### src/rtl/pattern_burst_sched_pkg.sv
// Shared types and constants for the pattern burst scheduler.
package pattern_burst_sched_pkg;

    localparam int unsigned LFSR_W            = 16;
    localparam logic [LFSR_W-1:0] LFSR_DEFAULT_SEED = 16'hABCD;
    localparam logic [LFSR_W-1:0] LFSR_LOCKUP_SEED  = 16'hFFFF;

    // Fibonacci feedback taps (XNOR form, so all-ones is the lock-up state)
    localparam int unsigned LFSR_TAP_A = 12;
    localparam int unsigned LFSR_TAP_B = 3;
    localparam int unsigned LFSR_TAP_C = 1;
    localparam int unsigned LFSR_TAP_D = 0;

    typedef enum logic [2:0] {
        ST_IDLE   = 3'd0,
        ST_WARMUP = 3'd1,
        ST_SEND   = 3'd2,
        ST_GAP    = 3'd3,
        ST_DONE   = 3'd4
    } state_e;

    // One LFSR step: XNOR feedback shifted in at the MSB.
    function automatic logic [LFSR_W-1:0] lfsr_step(input logic [LFSR_W-1:0] s);
        logic fb;
        fb = ~(s[LFSR_TAP_A] ^ s[LFSR_TAP_B] ^ s[LFSR_TAP_C] ^ s[LFSR_TAP_D]);
        return {fb, s[LFSR_W-1:1]};
    endfunction

endpackage

### src/rtl/pattern_burst_sched_src.sv
// Pattern source: counter or LFSR, reloaded on start, stepped per transfer.
// data_nxt is the pattern value that will be current after this clock edge,
// so the scheduler can register it straight into its output flop.
module pattern_burst_sched_src
    import pattern_burst_sched_pkg::*;
#(
    parameter int unsigned DATA_SIZE = 4
) (
    input  logic                 clk,
    input  logic                 rstn,
    input  logic                 load,
    input  logic [LFSR_W-1:0]    seed,
    input  logic                 mode,
    input  logic                 advance,
    output logic [DATA_SIZE-1:0] data_nxt
);

    logic [LFSR_W-1:0]    lfsr_q, lfsr_d;
    logic [DATA_SIZE-1:0] cnt_q,  cnt_d;
    logic                 mode_q, mode_d;

    // Next pattern state: load wins over advance
    always_comb begin
        lfsr_d = lfsr_q;
        cnt_d  = cnt_q;
        mode_d = mode_q;
        if (load) begin
            lfsr_d = (seed == LFSR_LOCKUP_SEED) ? LFSR_DEFAULT_SEED : seed;
            cnt_d  = seed[DATA_SIZE-1:0];
            mode_d = mode;
        end else if (advance) begin
            lfsr_d = lfsr_step(lfsr_q);
            cnt_d  = cnt_q + DATA_SIZE'(1);
        end
        data_nxt = mode_d ? lfsr_d[DATA_SIZE-1:0] : cnt_d;
    end

    // Pattern registers
    always_ff @(posedge clk or negedge rstn) begin
        if (!rstn) begin
            lfsr_q <= LFSR_DEFAULT_SEED;
            cnt_q  <= '0;
            mode_q <= 1'b0;
        end else begin
            lfsr_q <= lfsr_d;
            cnt_q  <= cnt_d;
            mode_q <= mode_d;
        end
    end

endmodule

### src/rtl/pattern_burst_sched.sv
// Burst scheduler: warm-up, then fixed-length bursts with idle gaps on a
// valid/ready stream, sourcing data from the pattern generator.
module pattern_burst_sched
    import pattern_burst_sched_pkg::*;
#(
    parameter int unsigned DATA_SIZE = 4,
    parameter int unsigned LEN_W     = 8,
    parameter int unsigned GAP_W     = 8,
    parameter int unsigned WARMUP    = 24
) (
    input  logic                 clk,
    input  logic                 rstn,
    input  logic                 cfg_start,
    input  logic                 cfg_stop,
    input  logic                 cfg_mode,
    input  logic [15:0]          cfg_seed,
    input  logic [LEN_W-1:0]     cfg_burst_len,
    input  logic [GAP_W-1:0]     cfg_gap,
    input  logic [7:0]           cfg_num_bursts,
    output logic                 out_valid,
    output logic [DATA_SIZE-1:0] out_data,
    output logic                 out_last,
    input  logic                 out_ready,
    output logic                 busy,
    output logic                 done,
    output logic [7:0]           burst_cnt
);

    localparam int unsigned WCNT_W = (WARMUP > 1) ? $clog2(WARMUP) : 1;

    state_e               state_q, state_d;
    logic [WCNT_W-1:0]    wcnt_q, wcnt_d;
    logic [GAP_W-1:0]     gcnt_q, gcnt_d;
    logic [LEN_W-1:0]     beat_q, beat_d;
    logic [7:0]           burst_cnt_q, burst_cnt_d;
    logic                 stop_pend_q, stop_pend_d;
    logic [LEN_W-1:0]     len_q, len_d;
    logic [GAP_W-1:0]     gap_q, gap_d;
    logic [7:0]           num_q, num_d;
    logic                 out_valid_q, out_valid_d;
    logic                 out_last_q, out_last_d;
    logic [DATA_SIZE-1:0] out_data_q, out_data_d;
    logic                 busy_q, busy_d;
    logic                 done_q, done_d;

    logic                 src_load;
    logic                 src_adv;
    logic [DATA_SIZE-1:0] src_nxt;
    logic                 xfer;
    logic [LEN_W-1:0]     len_m1;

    assign xfer   = out_valid_q & out_ready;
    // A zero length behaves as a single-beat burst
    assign len_m1 = (len_q == '0) ? '0 : len_q - LEN_W'(1);

    pattern_burst_sched_src #(
        .DATA_SIZE (DATA_SIZE)
    ) u_src (
        .clk      (clk),
        .rstn     (rstn),
        .load     (src_load),
        .seed     (cfg_seed),
        .mode     (cfg_mode),
        .advance  (src_adv),
        .data_nxt (src_nxt)
    );

    // Next-state, counters and registered-output values
    always_comb begin
        state_d     = state_q;
        wcnt_d      = wcnt_q;
        gcnt_d      = gcnt_q;
        beat_d      = beat_q;
        burst_cnt_d = burst_cnt_q;
        stop_pend_d = stop_pend_q;
        len_d       = len_q;
        gap_d       = gap_q;
        num_d       = num_q;
        src_load    = 1'b0;
        src_adv     = 1'b0;

        case (state_q)
            ST_IDLE: begin
                if (cfg_start && !cfg_stop) begin
                    state_d     = ST_WARMUP;
                    wcnt_d      = '0;
                    beat_d      = '0;
                    burst_cnt_d = '0;
                    stop_pend_d = 1'b0;
                    len_d       = cfg_burst_len;
                    gap_d       = cfg_gap;
                    num_d       = cfg_num_bursts;
                    src_load    = 1'b1;
                end
            end
            ST_WARMUP: begin
                if (cfg_stop) begin
                    state_d = ST_DONE;
                end else if (wcnt_q == WCNT_W'(WARMUP - 1)) begin
                    state_d = ST_SEND;
                    beat_d  = '0;
                end else begin
                    wcnt_d = wcnt_q + WCNT_W'(1);
                end
            end
            ST_SEND: begin
                stop_pend_d = stop_pend_q | cfg_stop;
                if (xfer) begin
                    src_adv = 1'b1;
                    if (out_last_q) begin
                        burst_cnt_d = burst_cnt_q + 8'd1;
                        beat_d      = '0;
                        if ((num_q != 8'd0) && (burst_cnt_d == num_q)) begin
                            state_d = ST_DONE;
                        end else if (stop_pend_d) begin
                            state_d = ST_DONE;
                        end else if (gap_q != '0) begin
                            state_d = ST_GAP;
                            gcnt_d  = '0;
                        end
                    end else begin
                        beat_d = beat_q + LEN_W'(1);
                    end
                end
            end
            ST_GAP: begin
                if (cfg_stop) begin
                    state_d = ST_DONE;
                end else if (gcnt_q == gap_q - GAP_W'(1)) begin
                    state_d = ST_SEND;
                end else begin
                    gcnt_d = gcnt_q + GAP_W'(1);
                end
            end
            ST_DONE: begin
                state_d = ST_IDLE;
            end
            default: begin
                state_d = ST_IDLE;
            end
        endcase

        out_valid_d = (state_d == ST_SEND);
        out_last_d  = out_valid_d && (beat_d == len_m1);
        out_data_d  = out_valid_d ? src_nxt : '0;
        busy_d      = (state_d != ST_IDLE);
        done_d      = (state_d == ST_DONE);
    end

    // State and output registers
    always_ff @(posedge clk or negedge rstn) begin
        if (!rstn) begin
            state_q     <= ST_IDLE;
            wcnt_q      <= '0;
            gcnt_q      <= '0;
            beat_q      <= '0;
            burst_cnt_q <= '0;
            stop_pend_q <= 1'b0;
            len_q       <= '0;
            gap_q       <= '0;
            num_q       <= '0;
            out_valid_q <= 1'b0;
            out_last_q  <= 1'b0;
            out_data_q  <= '0;
            busy_q      <= 1'b0;
            done_q      <= 1'b0;
        end else begin
            state_q     <= state_d;
            wcnt_q      <= wcnt_d;
            gcnt_q      <= gcnt_d;
            beat_q      <= beat_d;
            burst_cnt_q <= burst_cnt_d;
            stop_pend_q <= stop_pend_d;
            len_q       <= len_d;
            gap_q       <= gap_d;
            num_q       <= num_d;
            out_valid_q <= out_valid_d;
            out_last_q  <= out_last_d;
            out_data_q  <= out_data_d;
            busy_q      <= busy_d;
            done_q      <= done_d;
        end
    end

    assign out_valid = out_valid_q;
    assign out_last  = out_last_q;
    assign out_data  = out_data_q;
    assign busy      = busy_q;
    assign done      = done_q;
    assign burst_cnt = burst_cnt_q;

endmodule

### config.mk
export PLATFORM = sky130hd
export DESIGN_NAME = pattern_burst_sched
export DESIGN_NICKNAME = d
export VERILOG_FILES = /design/src/rtl/pattern_burst_sched_pkg.sv /design/src/rtl/pattern_burst_sched_src.sv /design/src/rtl/pattern_burst_sched.sv
export SDC_FILE = /design/constraint.sdc
export NUM_CORES = 1
export LEC_CHECK = 0
export CAP_MARGIN = 20
export CORE_AREA = 4 4 113 88
export CTS_CLUSTER_DIAMETER = 40
export DETAILED_ROUTE_END_ITERATION = 10
export DIE_AREA = 0 0 117 92
export PLACE_DENSITY_LB_ADDON = 0.05
export SLEW_MARGIN = 5
export SYNTH_ARGS = -nofsm -noshare
export SYNTH_HDL_FRONTEND = slang
export SYNTH_SLANG_ARGS = --single-unit
### constraint.sdc
create_clock -name clk -period 5.1 [get_ports clk]
set_clock_uncertainty 0.1 [all_clocks]
set_input_delay 0.51 -clock clk [delete_from_list [all_inputs] [get_ports clk]]
set_output_delay 0.51 -clock clk [all_outputs]
set_load 0.005 [all_outputs]
==> impl_metrics.tcl <==
set metrics [dict create \
    routed_wl_um 11990 \
    synth_top_cell_by_area "dfrtp_1" \
    max_stage_delay_ns 0.63 \
    fp-row-count 30 \
    yosysTopAreaCellShare 0.3967 \
    cts.reportedPaths.clkPinSlew_ns 0.06 \
    ir_drop_mv 0.2535 \
    grt_pass1_vias 4032 \
    ys_seq_elements 86 \
    p_leak_nw 2.536 \
    antenna_found_initial 0 \
    drive_above_1_share 0.08247 \
    total_power_mw 2.515 \
    ys_seq_area_frac 0.4515 \
    io_pins 62 \
    routedWlPerCell_um 17.28 \
    cts_setup_buffers 0 \
    fin_tns_setup_ns 0 \
    cpMaxStageDelayCell "clkdlybuf4s50_1" \
    insertion_delay_ns 0.34 \
    synthCells 522 \
    finalCoreUtilization 0.6619 \
    fmax_mhz 324.1 \
    rsz0062_at_grt "false" \
    vias 4201 \
    ys_types 74 \
    yosys_warnings 0 \
    finalMaxSlewViolations 0 \
    tightest_slew_ns 0.8908 \
    crit_family "compound AO/OA/AOI/OAI gates" \
    cp_max_fo 13 \
    die_y_um 92 \
    ys.flop_type "dfrtp_1" \
    route.detailed.drc 0 \
    ctsHoldBuffers 0 \
    cts_tree "yes" \
    ctsRootBufferMaster "clkbuf_16" \
    insertedDiodeCount 0 \
    synth_area_mm2 0.004795 \
    worst-setup-path-type "in -> reg" \
    cts_max_path_buffers 2 \
    clock-sinks 86 \
    final_common_cell "nand2_1" \
    hold_viol_final 0 \
    die_x_um 117 \
    syn_area_per_cell_um2 9.185 \
    io_buffers 61 \
    avgViaCountPerCell 6.053 \
    fin_crit_sh 0.6051 \
    layout_common_cells "nand2_1, dfrtp_1, clkdlybuf4s50_1" \
    die-area_mm2 0.01076 \
    relSlewSlack 0.4039 \
    hold_slack_ns 0.3611 \
    core-area_mm2 0.008859 \
    grt_start_max_net_pins 87 \
    synth_edf_count 0 \
    power.density_mw_per_mm2 429.0 \
    crit_chain "clkdlybuf4s50_1, or4b_1, o211a_1, a221o_1, or3_1, o21ai_1, o211ai_1, a211oi_2" \
    period_needed_ns 3.086 \
    cts_resized 0 \
    synth_area_leaders "dfrtp_1, nand2_1, dfstp_2, xor2_1, xnor2_1" \
    hp-class "reg -> reg" \
    ant_nets 0 \
    grt_use_total 0.2283 \
    syn_nets 575 \
    htreeDepth 3 \
    overflow 0 \
    cp.required_ns 5.26 \
    end_kind "flip-flop" \
    dpl-instance-area_mm2 0.005460 \
    setup_viol 0 \
    cp-start-kind "input pin" \
    nets 630 \
    drt_iter0_markers 398 \
    critPathArrivalTime_ns 3.25 \
    gp_congestion 0.8737 \
    area_growth_pct 22.29 \
    grt_pass1_wl_um 19510 \
    async_flop_share 1.000 \
    critPathBufInv 1 \
    drt_first_pass_iters 7 \
    status "complete, no violations" \
    start_util 0.5412 \
    hpwl_um 8290 \
    cts_buffers 9 \
    final_area_mm2 0.005863 \
    max-cap-violations 0 \
]
## cell families (layout without fill, tap and decap cells)
logic type                 after synthesis  count (layout)  share of synthesized area
buffers and inverters                   38              98                    0.03392
DFF                                     86              86                     0.4515
adders and majority gates                7               7                    0.01827
xor gates and xnor gates                35              35                    0.06393
and+or+nand+nor                        245             245                     0.2584
AOI/OAI and AO/OA                      101             101                     0.1524
muxes                                   10              10                    0.02166
## worst register-to-register path, cell delays in order, from the launching register on
cell and delay [ns]:
dfrtp_1 0.55, nor3b_2 0.51, and2_1 0.68, nor2_1 0.42, a222oi_1 0.54, a211oi_2 0.13
## path summary, 6_finish.rpt
path / from / to / slack (ns) / cells past startpoint
min in group asynchronous: rstn / burst_cnt[3] / 0.49 / 2
max: cfg_stop / out_last / 2.01 / 8
min reg2reg: u_src.lfsr_q[7] / u_src.lfsr_q[7] / 0.36 / 2
min: u_src.lfsr_q[7] / u_src.lfsr_q[7] / 0.36 / 2
max in group asynchronous: rstn / u_src.lfsr_q[7] / 3.76 / 3
max reg2reg: state_q[2] / out_data[1] / 2.04 / 5
## flip-flops by register name (all words and copies together), names as in the netlist, 5 cells and up
| name | count |
|---|---|
| u_src.lfsr_q | 16 |
| gcnt_q | 8 |
| wcnt_q | 5 |
| gap_q | 8 |
| beat_q | 8 |
| len_q | 8 |
| num_q | 8 |
| burst_cnt | 8 |
## cell type report
class	instances	area (um2)
sequential	86	2165
clock inverter	6	108.9
clock buffer	10	229.0
timing repair buffer	66	688.2
inverter	16	60.06
multi-input combinational	398	2472
tap	112	140.1
fill	713	2995
## per-layer routing
layer / vias to the layer above / part of all wire / global-route usage / wire (um)
li1: 2002 / - / - / -
met1: 2045 / 0.47 / 0.3322 / 5662
met2: 142 / 0.46 / 0.3371 / 5456
met3: 12 / 0.064 / 0.06728 / 765
met4: 0 / 0.0088 / 0.04967 / 106
met5: - / 0 / 0 / 0
## power by group
part	total [mW]	switching [mW]	internal (mW)
registers	1.07	0.191	0.874
clock network	0.755	0.276	0.479
logic	0.695	0.355	0.340
## metrics by stage
stage / setup WS (ns) / instances
finish: 2.014 / 694
global route: 1.865 / 694
CTS: 1.864 / 691
detailed placement: 1.528 / 675
global placement: 1.600 / 675
floorplan: 2.571 / 522
## Yosys cell counts (8+ instances only)
cell type	instances
nand3_1	10
or3_1	10
nor4_1	9
nor3_1	13
nor2_1	35
o21ai_0	21
xnor2_1	17
a22oi_1	8
clkbuf_1	15
dfrtp_1	76
nand4_1	13
a31oi_1	8
a21oi_1	11
inv_1	15
nand2_1	106
dfstp_2	10
xor2_1	18
Power figures use the tool's default switching activity.
